===== src/rtl/load_store_unit_if.sv =====
// Request/response and memory-port bundle between the datapath, the load/store unit and memory.
// The slave modport is the load/store unit's view.
interface load_store_unit_if;
    logic        start;
    logic        store;
    logic [2:0]  funct3;
    logic [31:0] addr;
    logic [31:0] wdata;
    logic [31:0] rdata;
    logic        done;
    logic        busy;
    logic        err;
    logic [31:0] mem_RD;
    logic [31:0] mem_A;
    logic [31:0] mem_WD;
    logic        mem_WE;

    modport slave (
        input  start, store, funct3, addr, wdata, mem_RD,
        output rdata, done, busy, err, mem_A, mem_WD, mem_WE
    );

    modport master (
        output start, store, funct3, addr, wdata, mem_RD,
        input  rdata, done, busy, err, mem_A, mem_WD, mem_WE
    );
endinterface


===== src/rtl/load_store_unit.sv =====
// RV32I load/store unit for a big-endian, word-organised unified memory.
// Sub-word stores use a read-modify-write of the containing word.
module load_store_unit (
    input logic              clk,
    input logic              rst,
    load_store_unit_if.slave bus
);
    typedef enum logic [1:0] {StIdle, StRead, StWrite, StDone} state_e;

    state_e      state_q, state_d;
    logic        store_q;
    logic [2:0]  funct3_q;
    logic [31:0] addr_q;
    logic [31:0] wdata_q;
    logic [31:0] word_q;
    logic [31:0] rdata_q;
    logic        err_q;

    logic        accept;
    logic        req_illegal;
    logic        req_misaligned;
    logic        req_err;
    logic        req_word_store;
    logic [7:0]  rd_byte;
    logic [15:0] rd_half;
    logic [31:0] load_val;
    logic [31:0] merged;

    assign accept = (state_q == StIdle) && bus.start;

    always_comb begin
        req_illegal = 1'b1;
        unique case (bus.funct3)
            3'b000, 3'b001, 3'b010: req_illegal = 1'b0;
            3'b100, 3'b101:         req_illegal = bus.store;
            default:                req_illegal = 1'b1;
        endcase
    end

    assign req_misaligned = ((bus.funct3[1:0] == 2'b01) && bus.addr[0]) ||
                            ((bus.funct3[1:0] == 2'b10) && (bus.addr[1:0] != 2'b00));
    assign req_err        = req_illegal || req_misaligned;
    assign req_word_store = bus.store && (bus.funct3 == 3'b010);

    always_ff @(posedge clk or posedge rst) begin
        if (rst) begin
            state_q <= StIdle;
        end else begin
            state_q <= state_d;
        end
    end

    always_comb begin
        state_d = state_q;
        unique case (state_q)
            StIdle: begin
                if (bus.start) begin
                    if (req_err) begin
                        state_d = StDone;
                    end else if (req_word_store) begin
                        state_d = StWrite;
                    end else begin
                        state_d = StRead;
                    end
                end
            end
            StRead:  state_d = store_q ? StWrite : StDone;
            StWrite: state_d = StDone;
            StDone:  state_d = StIdle;
            default: state_d = StIdle;
        endcase
    end

    always_comb begin
        bus.busy   = (state_q != StIdle);
        bus.done   = (state_q == StDone);
        bus.mem_WE = (state_q == StWrite);
    end

    always_ff @(posedge clk or posedge rst) begin
        if (rst) begin
            store_q  <= 1'b0;
            funct3_q <= 3'b000;
            addr_q   <= 32'h0;
            wdata_q  <= 32'h0;
            word_q   <= 32'h0;
            rdata_q  <= 32'h0;
            err_q    <= 1'b0;
        end else begin
            if (accept) begin
                store_q  <= bus.store;
                funct3_q <= bus.funct3;
                addr_q   <= bus.addr;
                wdata_q  <= bus.wdata;
                err_q    <= req_err;
            end
            if (state_q == StRead) begin
                word_q <= bus.mem_RD;
                if (!store_q) begin
                    rdata_q <= load_val;
                end
            end
        end
    end

    // Big-endian lanes: byte offset 0 lives in bits [31:24].
    always_comb begin
        rd_byte = bus.mem_RD[31:24];
        unique case (addr_q[1:0])
            2'd1:    rd_byte = bus.mem_RD[23:16];
            2'd2:    rd_byte = bus.mem_RD[15:8];
            2'd3:    rd_byte = bus.mem_RD[7:0];
            default: rd_byte = bus.mem_RD[31:24];
        endcase
        rd_half = addr_q[1] ? bus.mem_RD[15:0] : bus.mem_RD[31:16];

        unique case (funct3_q)
            3'b000:  load_val = {{24{rd_byte[7]}}, rd_byte};
            3'b001:  load_val = {{16{rd_half[15]}}, rd_half};
            3'b100:  load_val = {24'h0, rd_byte};
            3'b101:  load_val = {16'h0, rd_half};
            default: load_val = bus.mem_RD;
        endcase
    end

    always_comb begin
        merged = word_q;
        unique case (funct3_q[1:0])
            2'b00: begin
                unique case (addr_q[1:0])
                    2'd0:    merged[31:24] = wdata_q[7:0];
                    2'd1:    merged[23:16] = wdata_q[7:0];
                    2'd2:    merged[15:8]  = wdata_q[7:0];
                    default: merged[7:0]   = wdata_q[7:0];
                endcase
            end
            2'b01: begin
                if (addr_q[1]) begin
                    merged[15:0] = wdata_q[15:0];
                end else begin
                    merged[31:16] = wdata_q[15:0];
                end
            end
            default: merged = wdata_q;
        endcase
    end

    assign bus.mem_A  = {addr_q[31:2], 2'b00};
    assign bus.mem_WD = merged;
    assign bus.rdata  = rdata_q;
    assign bus.err    = err_q;
endmodule

===== src/flat_wrapper.sv =====
// flat-port wrapper written by rule: the top's interface ports become plain ports
module load_store_unit_flat 
  (clk, rst, bus_start, bus_store, bus_funct3, bus_addr, bus_wdata, bus_mem_RD, bus_rdata, bus_done, bus_busy, bus_err, bus_mem_A, bus_mem_WD, bus_mem_WE);
  load_store_unit_if bus_i ();
  input logic clk;
  input logic rst;
  input wire logic [$bits(bus_i.start)-1:0] bus_start;
  input wire logic [$bits(bus_i.store)-1:0] bus_store;
  input wire logic [$bits(bus_i.funct3)-1:0] bus_funct3;
  input wire logic [$bits(bus_i.addr)-1:0] bus_addr;
  input wire logic [$bits(bus_i.wdata)-1:0] bus_wdata;
  input wire logic [$bits(bus_i.mem_RD)-1:0] bus_mem_RD;
  output wire logic [$bits(bus_i.rdata)-1:0] bus_rdata;
  output wire logic [$bits(bus_i.done)-1:0] bus_done;
  output wire logic [$bits(bus_i.busy)-1:0] bus_busy;
  output wire logic [$bits(bus_i.err)-1:0] bus_err;
  output wire logic [$bits(bus_i.mem_A)-1:0] bus_mem_A;
  output wire logic [$bits(bus_i.mem_WD)-1:0] bus_mem_WD;
  output wire logic [$bits(bus_i.mem_WE)-1:0] bus_mem_WE;
  assign bus_i.start = bus_start;
  assign bus_i.store = bus_store;
  assign bus_i.funct3 = bus_funct3;
  assign bus_i.addr = bus_addr;
  assign bus_i.wdata = bus_wdata;
  assign bus_i.mem_RD = bus_mem_RD;
  assign bus_rdata = bus_i.rdata;
  assign bus_done = bus_i.done;
  assign bus_busy = bus_i.busy;
  assign bus_err = bus_i.err;
  assign bus_mem_A = bus_i.mem_A;
  assign bus_mem_WD = bus_i.mem_WD;
  assign bus_mem_WE = bus_i.mem_WE;
  load_store_unit u_core (.clk(clk), .rst(rst), .bus(bus_i));
endmodule

===== config.mk =====
export PLATFORM = sky130hd
export DESIGN_NAME = load_store_unit_flat
export DESIGN_NICKNAME = d
export VERILOG_FILES = /design/src/rtl/load_store_unit_if.sv /design/src/rtl/load_store_unit.sv /design/src/flat_wrapper.sv
export SDC_FILE = /design/constraint.sdc
export NUM_CORES = 1
export LEC_CHECK = 0
export CORE_ASPECT_RATIO = 1.25
export CORE_MARGIN = 10
export CORE_UTILIZATION = 50
export DETAILED_ROUTE_END_ITERATION = 16
export PLACE_DENSITY = 0.95
export SLEW_MARGIN = 20
export SYNTH_ARGS = -nofsm -noshare
export SYNTH_HDL_FRONTEND = slang
export SYNTH_SLANG_ARGS = --single-unit

===== constraint.sdc =====
create_clock -name clk -period 10 [get_ports clk]
set_input_delay 1.5 -clock clk [delete_from_list [all_inputs] [get_ports clk]]
set_output_delay 1.5 -clock clk [all_outputs]
set_load 0.1 [all_outputs]

* Word-level counts from Yosys, hierarchy flattened
Cells that the tools add are included.
** Storage, ports and cells
- Output and inout bits :: 100
- Word-level logic and storage cells :: 59
- Input port bits :: 103
- Flip-flop bits (word level) :: 135
** Cells by class
- Muxes and demuxes :: 16
- Reductions and logical operators :: 17
- Bitwise logic cells :: 1
- Equal/unequal tests :: 17
** Operators with widths (number)
- 32-bit case mux with 4 select lines :: 1
- 32-bit case mux with 2 select lines :: 1
- 16-bit 2-to-1 mux :: 3
- 8-bit 2-to-1 mux :: 4
- 8-bit case mux with 3 select lines :: 1
- 3-bit equality test, second input constant :: 4
- 2-bit equality test, second input constant :: 5
- 2-bit by 1-bit equality test with 1-bit output, second input constant :: 4
- 2-bit case mux with 4 select lines :: 1
- 3-bit by 1-bit equality test with 1-bit output, second input constant :: 2
- 2-bit logical NOT :: 3
- 3-bit logical NOT :: 2
- 2-bit 2-to-1 mux :: 3
- 3-bit OR reduction :: 2
- 1-bit logical AND :: 4
- 2-bit nonzero test :: 2
- 3-bit by 2-bit equality test with 1-bit output, second input constant :: 1
- 1-bit logical OR :: 2
- 2-bit inequality test, second input constant :: 1
- 1-bit case mux with 2 select lines :: 1
- 2-bit AND reduction :: 1
- 2-bit OR reduction :: 1
- 1-bit 2-to-1 mux :: 1
- 1-bit inverter :: 1

* Logic depth before layout (Yosys ltp)
Gate-level depths: netlist of the first run.
- Depth after elaboration :: 7
- Gate-level depth with buffers :: 8
- Depth with buffers taken out :: 6

* Worst setup path before layout of the first run
Ideal clock, no wire load.
- Path kind :: register to output
- From :: register u_core.funct3_q[0]
- To :: output port bus_mem_WD[22]
- Arrival :: 3.343 ns
- Setup slack :: 5.157 ns
- Buffers on the path :: 3
- Stages on the path, launching flop included :: 8
- Required time :: 8.500 ns
- Path through :: dfrtp_1 > buf_2 > or2_2 > buf_2 > nand2b_1 > buf_4 > mux2i_1 > o21ai_0
** Between the ends
- Word-level cells in the longest chain between the ends :: 2
- Elaborated cells on any way between the ends :: 3
- Classes of those cells :: eq/ne (1); mux (1); reduce/logical (1)
** RTL lines
- from (decl) :: line load_store_unit.sv:12 : logic [2:0] funct3_q;
- from (signal assigned) :: line load_store_unit.sv:92 : funct3_q <= bus.funct3;
- 2-bit by 1-bit equality test with 1-bit output or 2-bit logical NOT (tied branches) :: line load_store_unit.sv:128 : unique case (funct3_q[1:0])
- 32-bit case mux with 2 select lines (*) :: line load_store_unit.sv:128
- to (decl) :: line flat_wrapper.sv:18 : output wire logic [$bits(bus_i.mem_WD)-1:0] bus_mem_WD;
Every way passes the cells marked *; elsewhere a longest branch is shown, timed or not.

* Worst setup path after layout of the first run
- From :: register u_core.funct3_q[1]
- To :: output port bus_mem_WD[12]
Same word-level chain as after synthesis.

==> impl_metrics.yaml, run 1 <==
yosys:
  synth_fa_ha_area_share_pct: 0.9497
  synth_top_family_by_area: "multiplexers"
  yosysUniqueCellTypes: 43
  syn_area_mm2: 0.006588
  synth.avg_cell_area_um2: 10.91
  yosysSeqAreaShare_pct: 51.28
  synth-simple-area-share_pct: 12.86
  syn_inst: 604
  synth_seq_cells: 135
  ys.warnings.count: 0
  synth-compound-area-share_pct: 9.554
  muxShareOfSynthArea_pct: 18.80
  synthXorXnorAreaFrac_pct: 0
routing:
  wire_per_inst_um: 22.29
  dr.pass1.iters: 5
  via_per_inst: 5.797
  first_iter_violations: 643
  routed.top_layer: "met4"
  via_count: 5455
  wirelength_um: 20970
  met1_length_um: 7331
  ant_nets: 0
  dr_wl_met3_um: 1709
  wl_met2_um: 10610
  drc: 0
cells_and_area:
  area_growth_pct: 38.80
  diodes: 0
  fillerInstances: 846
  nNetsFinal: 868
  utilization_pct: 71.56
  drive_gt1_share_pct: 18.89
  final_cells: 941
critical_path:
  critPathMaxFanout: 39
  worstSetupPathType: "reg -> out"
  rrSetupSlack_ns: 7.28
  reg2reg_from: "u_core.state_q[1]"
  worst-path-stages: 5
  cp-end-kind: "output pin"
  crit_arrival_ns: 3.60
  cp.required_ns: 8.50
  critPathLaunchType: "flop"
  cp_top_family: "buffers and inverters"
  reg2reg_depth: 8
  worstReg2RegEnd: "u_core.bus.rdata[9]"
  path_buf_inv: 2
  critPathMaxStageDelay_ns: 1.17
  startpoint: "u_core.funct3_q[1]"
  crit_slowest_cell: "clkdlybuf4s50_1"
  crit_path_cell_trace: "buf_4 -> nor3_1 -> nand2_1 -> nand3_1 -> clkdlybuf4s50_1"
timing:
  fin_setup_tns_ns: 0
  hold_violations: 0
  setup_viol: 0
  finalCritPeriodShare_pct: 51.00
  fmax_mhz: 196.1
  rsz0062_at_grt: "no"
  clock_skew_ns: 0.007137
  report.final.slew_viol_count: 0
  tightest_slew_ns: 1.040
  fin_crit_ns: 5.100
  slew_headroom_pct: 30.42
hold_path:
  hold_end: "u_core.addr_q[20]"
  hold_depth: 1
  hp-class: "reg -> reg"
  worstHoldStart: "u_core.addr_q[20]"
placed_design:
  gp_congestion: 0.9609
  place_hpwl_um: 15620
  dp.cells: 909
  port_buffers: 200
clock_network:
  path_clk_slew_ns: 0.06
  post_cts_resize_count: 0
  postCtsHoldBufs: 0
  h-tree-depth: 4
  cts_max_path_buffers: 2
  cts.sinks: 135
  numCtsBuffers: 17
  clk_latency_ns: 0.42
  cts_tree: "yes"
  cts-root-buf: "clkbuf_16"
  cts_setup_buffers: 0
floorplanning:
  ioPinCount: 203
  start_util_pct: 51.56
  dieHeight_um: 148.3
  dieArea_mm2: 0.01819
  die_w_um: 122.7
  coreArea_mm2: 0.01278
  rows: 46
global_routing:
  grt_first_pass_wirelength_um: 32230
  grt_max_degree: 87
  grt_use_total_pct: 22.74
  grt_pass1_vias: 5889
  antenna_found_initial: 0
  grt_overflow: 0
job:
  cap_violations: 0
outcome:
  status: "finished, final reports clean"
## stage by stage
| step | worst slack, ns | hold slack (ns) | instance area [um2] |
|---|---|---|---|
| final | 4.900 | 0.5034 | 9144 |
| after global routing | 4.797 | 0.5159 | 9144 |
| after CTS | 4.985 | 0.5066 | 9140 |
| after detailed placement | 5.460 | 0.4926 | 8451 |
| after global placement | 5.554 | 0.4827 | 8451 |
| after floorplan | 4.889 | 0.4793 | 6591 |
## worst max-delay path by stage
stage	endpoint	slack [ns]
floorplan	u_core.addr_q[0]	4.89
global placement	bus_mem_WD[19]	5.55
detailed placement	bus_mem_WD[18]	5.46
CTS	bus_mem_WD[13]	4.98
global route	bus_mem_WD[12]	4.80
finish	bus_mem_WD[12]	4.90
## worst reg2reg max path: stages (launching register included)
cell     delay, ns
dfrtp_1       0.42
inv_1         0.12
ha_1          0.16
buf_4         0.38
nor2b_2       0.70
buf_4         0.35
and2_1        0.27
o21ai_0       0.14
nand4_1       0.11
## cell usage after synthesis (all sizes together)
cell / number / area, um2
nor2: 28 / 107.6
o22a: 5 / 43.79
o21bai: 1 / 7.510
a221o: 1 / 10.01
nor4b: 2 / 32.53
nand2b: 4 / 25.02
nand4: 7 / 43.79
nand3b: 7 / 52.55
nand3: 20 / 100.1
a311oi: 1 / 8.760
or2: 1 / 6.260
nor4: 1 / 6.260
a221oi: 1 / 8.760
clkbuf: 20 / 75.07
mux2: 100 / 1126
a2bb2oi: 8 / 70.07
nor3: 2 / 21.27
inv: 5 / 18.77
ha: 5 / 62.56
conb: 1 / 3.750
buf: 50 / 334.1
a31oi: 1 / 6.260
nor3b: 2 / 15.01
dfrtp: 135 / 3378
a21oi: 33 / 165.2
a22oi: 8 / 60.06
mux2i: 9 / 90.09
mux4: 1 / 22.52
or2b: 1 / 7.510
and2: 10 / 62.56
a21o: 10 / 75.07
o21a: 1 / 7.510
a211oi: 1 / 7.510
o41ai: 1 / 8.760
o21ai: 30 / 150.1
nor2b: 10 / 62.56
nand2: 81 / 304.0
## cells in the final DEF (no fill, tap or decap), types with 2 or more instances in the layout
master           instances
o21ai_0                 30
a21o_1                  10
and2_1                  10
conb_1                   2
nor3b_1                  2
bufinv_16                6
mux2_2                 100
clkdlybuf4s50_1        200
clkbuf_16               17
a21oi_1                 33
ha_1                     5
dfrtp_1                134
o22a_1                   5
a2bb2oi_1                8
nand2_1                 80
nor2b_1                  9
clkbuf_8                 3
nor2_1                  27
nand4_1                  7
a22oi_1                  8
inv_1                    4
mux2i_1                  9
nand3b_1                 7
buf_4                    5
clkinv_4                 3
nand3_1                 20
nand2b_1                 4
## cells by family after synthesis
family	Yosys count
DFF	135
adders and majority gates	5
AOI/OAI and AO/OA	102
muxes	110
and+or+nand+nor	176
buffers and inverters	75
other	1
## layout make-up
class / count / area, um2 / share of cell area (%)
tap: 168 / 210.2 / 2.299
timing repair buffer: 206 / 2051 / 22.43
clock inverter: 11 / 219.0 / 2.395
multi-input combinational: 395 / 2790 / 30.51
clock buffer: 21 / 470.5 / 5.145
sequential: 135 / 3379 / 36.96
inverter: 5 / 23.77 / 0.2600
## state kept, by name, summed over array words and instances, names as in the netlist
| register | flops |
|---|---|
| u_core.funct3_q | 3 |
| u_core.word_q | 32 |
| u_core.bus.rdata | 32 |
| u_core.store_q | 1 |
| u_core.addr_q | 32 |
| u_core.wdata_q | 32 |
| u_core.bus.err | 1 |
| u_core.state_q | 2 |
## layer usage
layer,vias up,GRT usage [%]
li1,2385,-
met1,2654,24.09
met2,326,39.11
met3,90,6.174
met4,0,13.70
met5,-,0
Power of run 1 is left out: the tool's default activity adds up to more than one toggle a clock period on the data nets, which glitch-free logic cannot reach.
==> run 2: changes to the inputs <==
CORE_UTILIZATION = 47   (was 50)
PLACE_DENSITY = 0.9   (was 0.95)
clock period = 4.9 ns   (was 10 ns; I/O delays follow)
==> impl_metrics.yaml, run 2 (synthesis results as in run 1) <==
outcome:
  status: "finished, final reports clean"
critical_path:
  path_buf_inv: 1
  critPathMaxStageDelay_ns: 1.15
  crit_slowest_cell: "clkdlybuf4s50_1"
  cp.required_ns: 4.16
  cp-end-kind: "output pin"
  worstSetupPathType: "reg -> out"
  cpMostUsedCell: "nand2_1"
  reg2reg_depth: 6
  cp_top_family: "buffers and inverters"
  crit_arrival_ns: 3.37
  critPathLaunchType: "flop"
  rrSetupSlack_ns: 2.32
  critPathMaxFanout: 17
  worstReg2RegEnd: "u_core.bus.rdata[16]"
  reg2reg_from: "u_core.state_q[1]"
  crit_path_cell_trace: "or2_2 -> a21oi_1 -> nand2_1 -> nand2_1 -> clkdlybuf4s50_1"
floorplanning:
  die_w_um: 125.9
  dieHeight_um: 152.4
  rows: 48
  start_util_pct: 47.90
  ioPinCount: 203
  dieArea_mm2: 0.01918
  coreArea_mm2: 0.01375
timing:
  fmax_mhz: 243.7
  slew_headroom_pct: 31.41
  rsz0062_at_grt: "no"
  setup_ws_ns: 0.7972
  setup_viol: 0
  finalCritPeriodShare_pct: 83.73
  report.final.slew_viol_count: 0
  hold_violations: 0
  clock_skew_ns: 0.01763
  fin_crit_ns: 4.103
  fin_setup_tns_ns: 0
  tightest_slew_ns: 1.026
cells_and_area:
  utilization_pct: 65.87
  final_common_cell: "clkdlybuf4s50_1"
  nNetsFinal: 867
  area_growth_pct: 37.51
  layout_common_cells: "clkdlybuf4s50_1, dfrtp_1, mux2_2"
  drive_gt1_share_pct: 21.79
global_routing:
  antenna_found_initial: 1
  grt_use_total_pct: 20.04
  grt_overflow: 0
  grt_pass1_vias: 5318
  grt_first_pass_wirelength_um: 30510
  grt_max_degree: 112
routing:
  ant_nets: 0
  drc: 0
  via_count: 5159
  wire_per_inst_um: 20.78
  dr.pass1.iters: 8
  via_per_inst: 5.448
  wirelength_um: 19670
  first_iter_violations: 402
clock_network:
  cts_tree: "yes"
  cts_max_path_buffers: 2
  h-tree-depth: 4
  numCtsBuffers: 17
  post_cts_resize_count: 0
  postCtsHoldBufs: 0
  cts.sinks: 135
  cts-root-buf: "clkbuf_16"
  clk_latency_ns: 0.42
  path_clk_slew_ns: 0.06
  cts_setup_buffers: 0
placed_design:
  gp_congestion: 0.8733
  pre_cts_ws_ns: 1.241
  port_buffers: 200
  place_hpwl_um: 14620
hold_path:
  worstHoldStart: "u_core.bus.rdata[11]"
  hp-class: "reg -> reg"
  hold_depth: 2
  hold_end: "u_core.bus.rdata[11]"
job:
  cap_violations: 0
==> run 2: cell count changes in the layout (fill, tap and decap cells not counted), sizes merged, moves of 2 or more <==
cell and change:
clkinv +2, clkbuf -3, buf +21, clkdlybuf4s50 -22
==> run 2: layer usage <==
| layer | GRT usage, % | share of wire [%] |
|---|---|---|
| met1 | 22.33 | 37 |
| met2 | 34.88 | 52 |
| met3 | 5.848 | 8.2 |
| met4 | 7.930 | 2.4 |
| met5 | 0 | 0 |
==> run 2: how the worst max path moves through the flow <==
| stage | startpoint | cells after the start | end | slack [ns] |
|---|---|---|---|---|
| 2_1_floorplan | rst | 1 | u_core.addr_q[0] | 0.55 |
| 3_5_place_dp | u_core.addr_q[1] | 4 | bus_mem_WD[5] | 1.24 |
| 3_3_place_gp | u_core.addr_q[1] | 4 | bus_mem_WD[3] | 1.26 |
| 4_1_cts | u_core.addr_q[1] | 4 | bus_mem_WD[5] | 0.79 |
| 6_report | u_core.funct3_q[0] | 5 | bus_mem_WD[5] | 0.80 |
| 5_1_grt | u_core.funct3_q[0] | 5 | bus_mem_WD[0] | 0.69 |
==> run 2: worst register-to-register path, cell delays in order (launching register included) <==
cell,delay (ns)
dfrtp_1,0.42
inv_1,0.11
ha_1,0.15
buf_4,0.38
nand2b_1,0.49
nor3_4,0.71
a21oi_1,0.17
==> run 2: cell type report <==
type                    instances  area (um2)
diodes                          1       2.502
clock buffers                  18       439.2
clock inverters                13       219.0
fillers                      1036        4695
inverters                       5       23.77
multi-input cells             395        2790
flip-flops and latches        135        3381
well taps                     175       219.0
repair buffers                205        1984
==> run 2: metrics by stage <==
| step | hold slack (ns) | instance area, um2 | cells |
|---|---|---|---|
| after floorplan | 0.4793 | 6591 | 605 |
| after global placement | 0.4660 | 8397 | 915 |
| after detailed placement | 0.4805 | 8397 | 915 |
| after CTS | 0.5057 | 9055 | 946 |
| after global routing | 0.5154 | 9059 | 947 |
| final | 0.5031 | 9059 | 947 |
Power of run 2 is left out for the same reason.
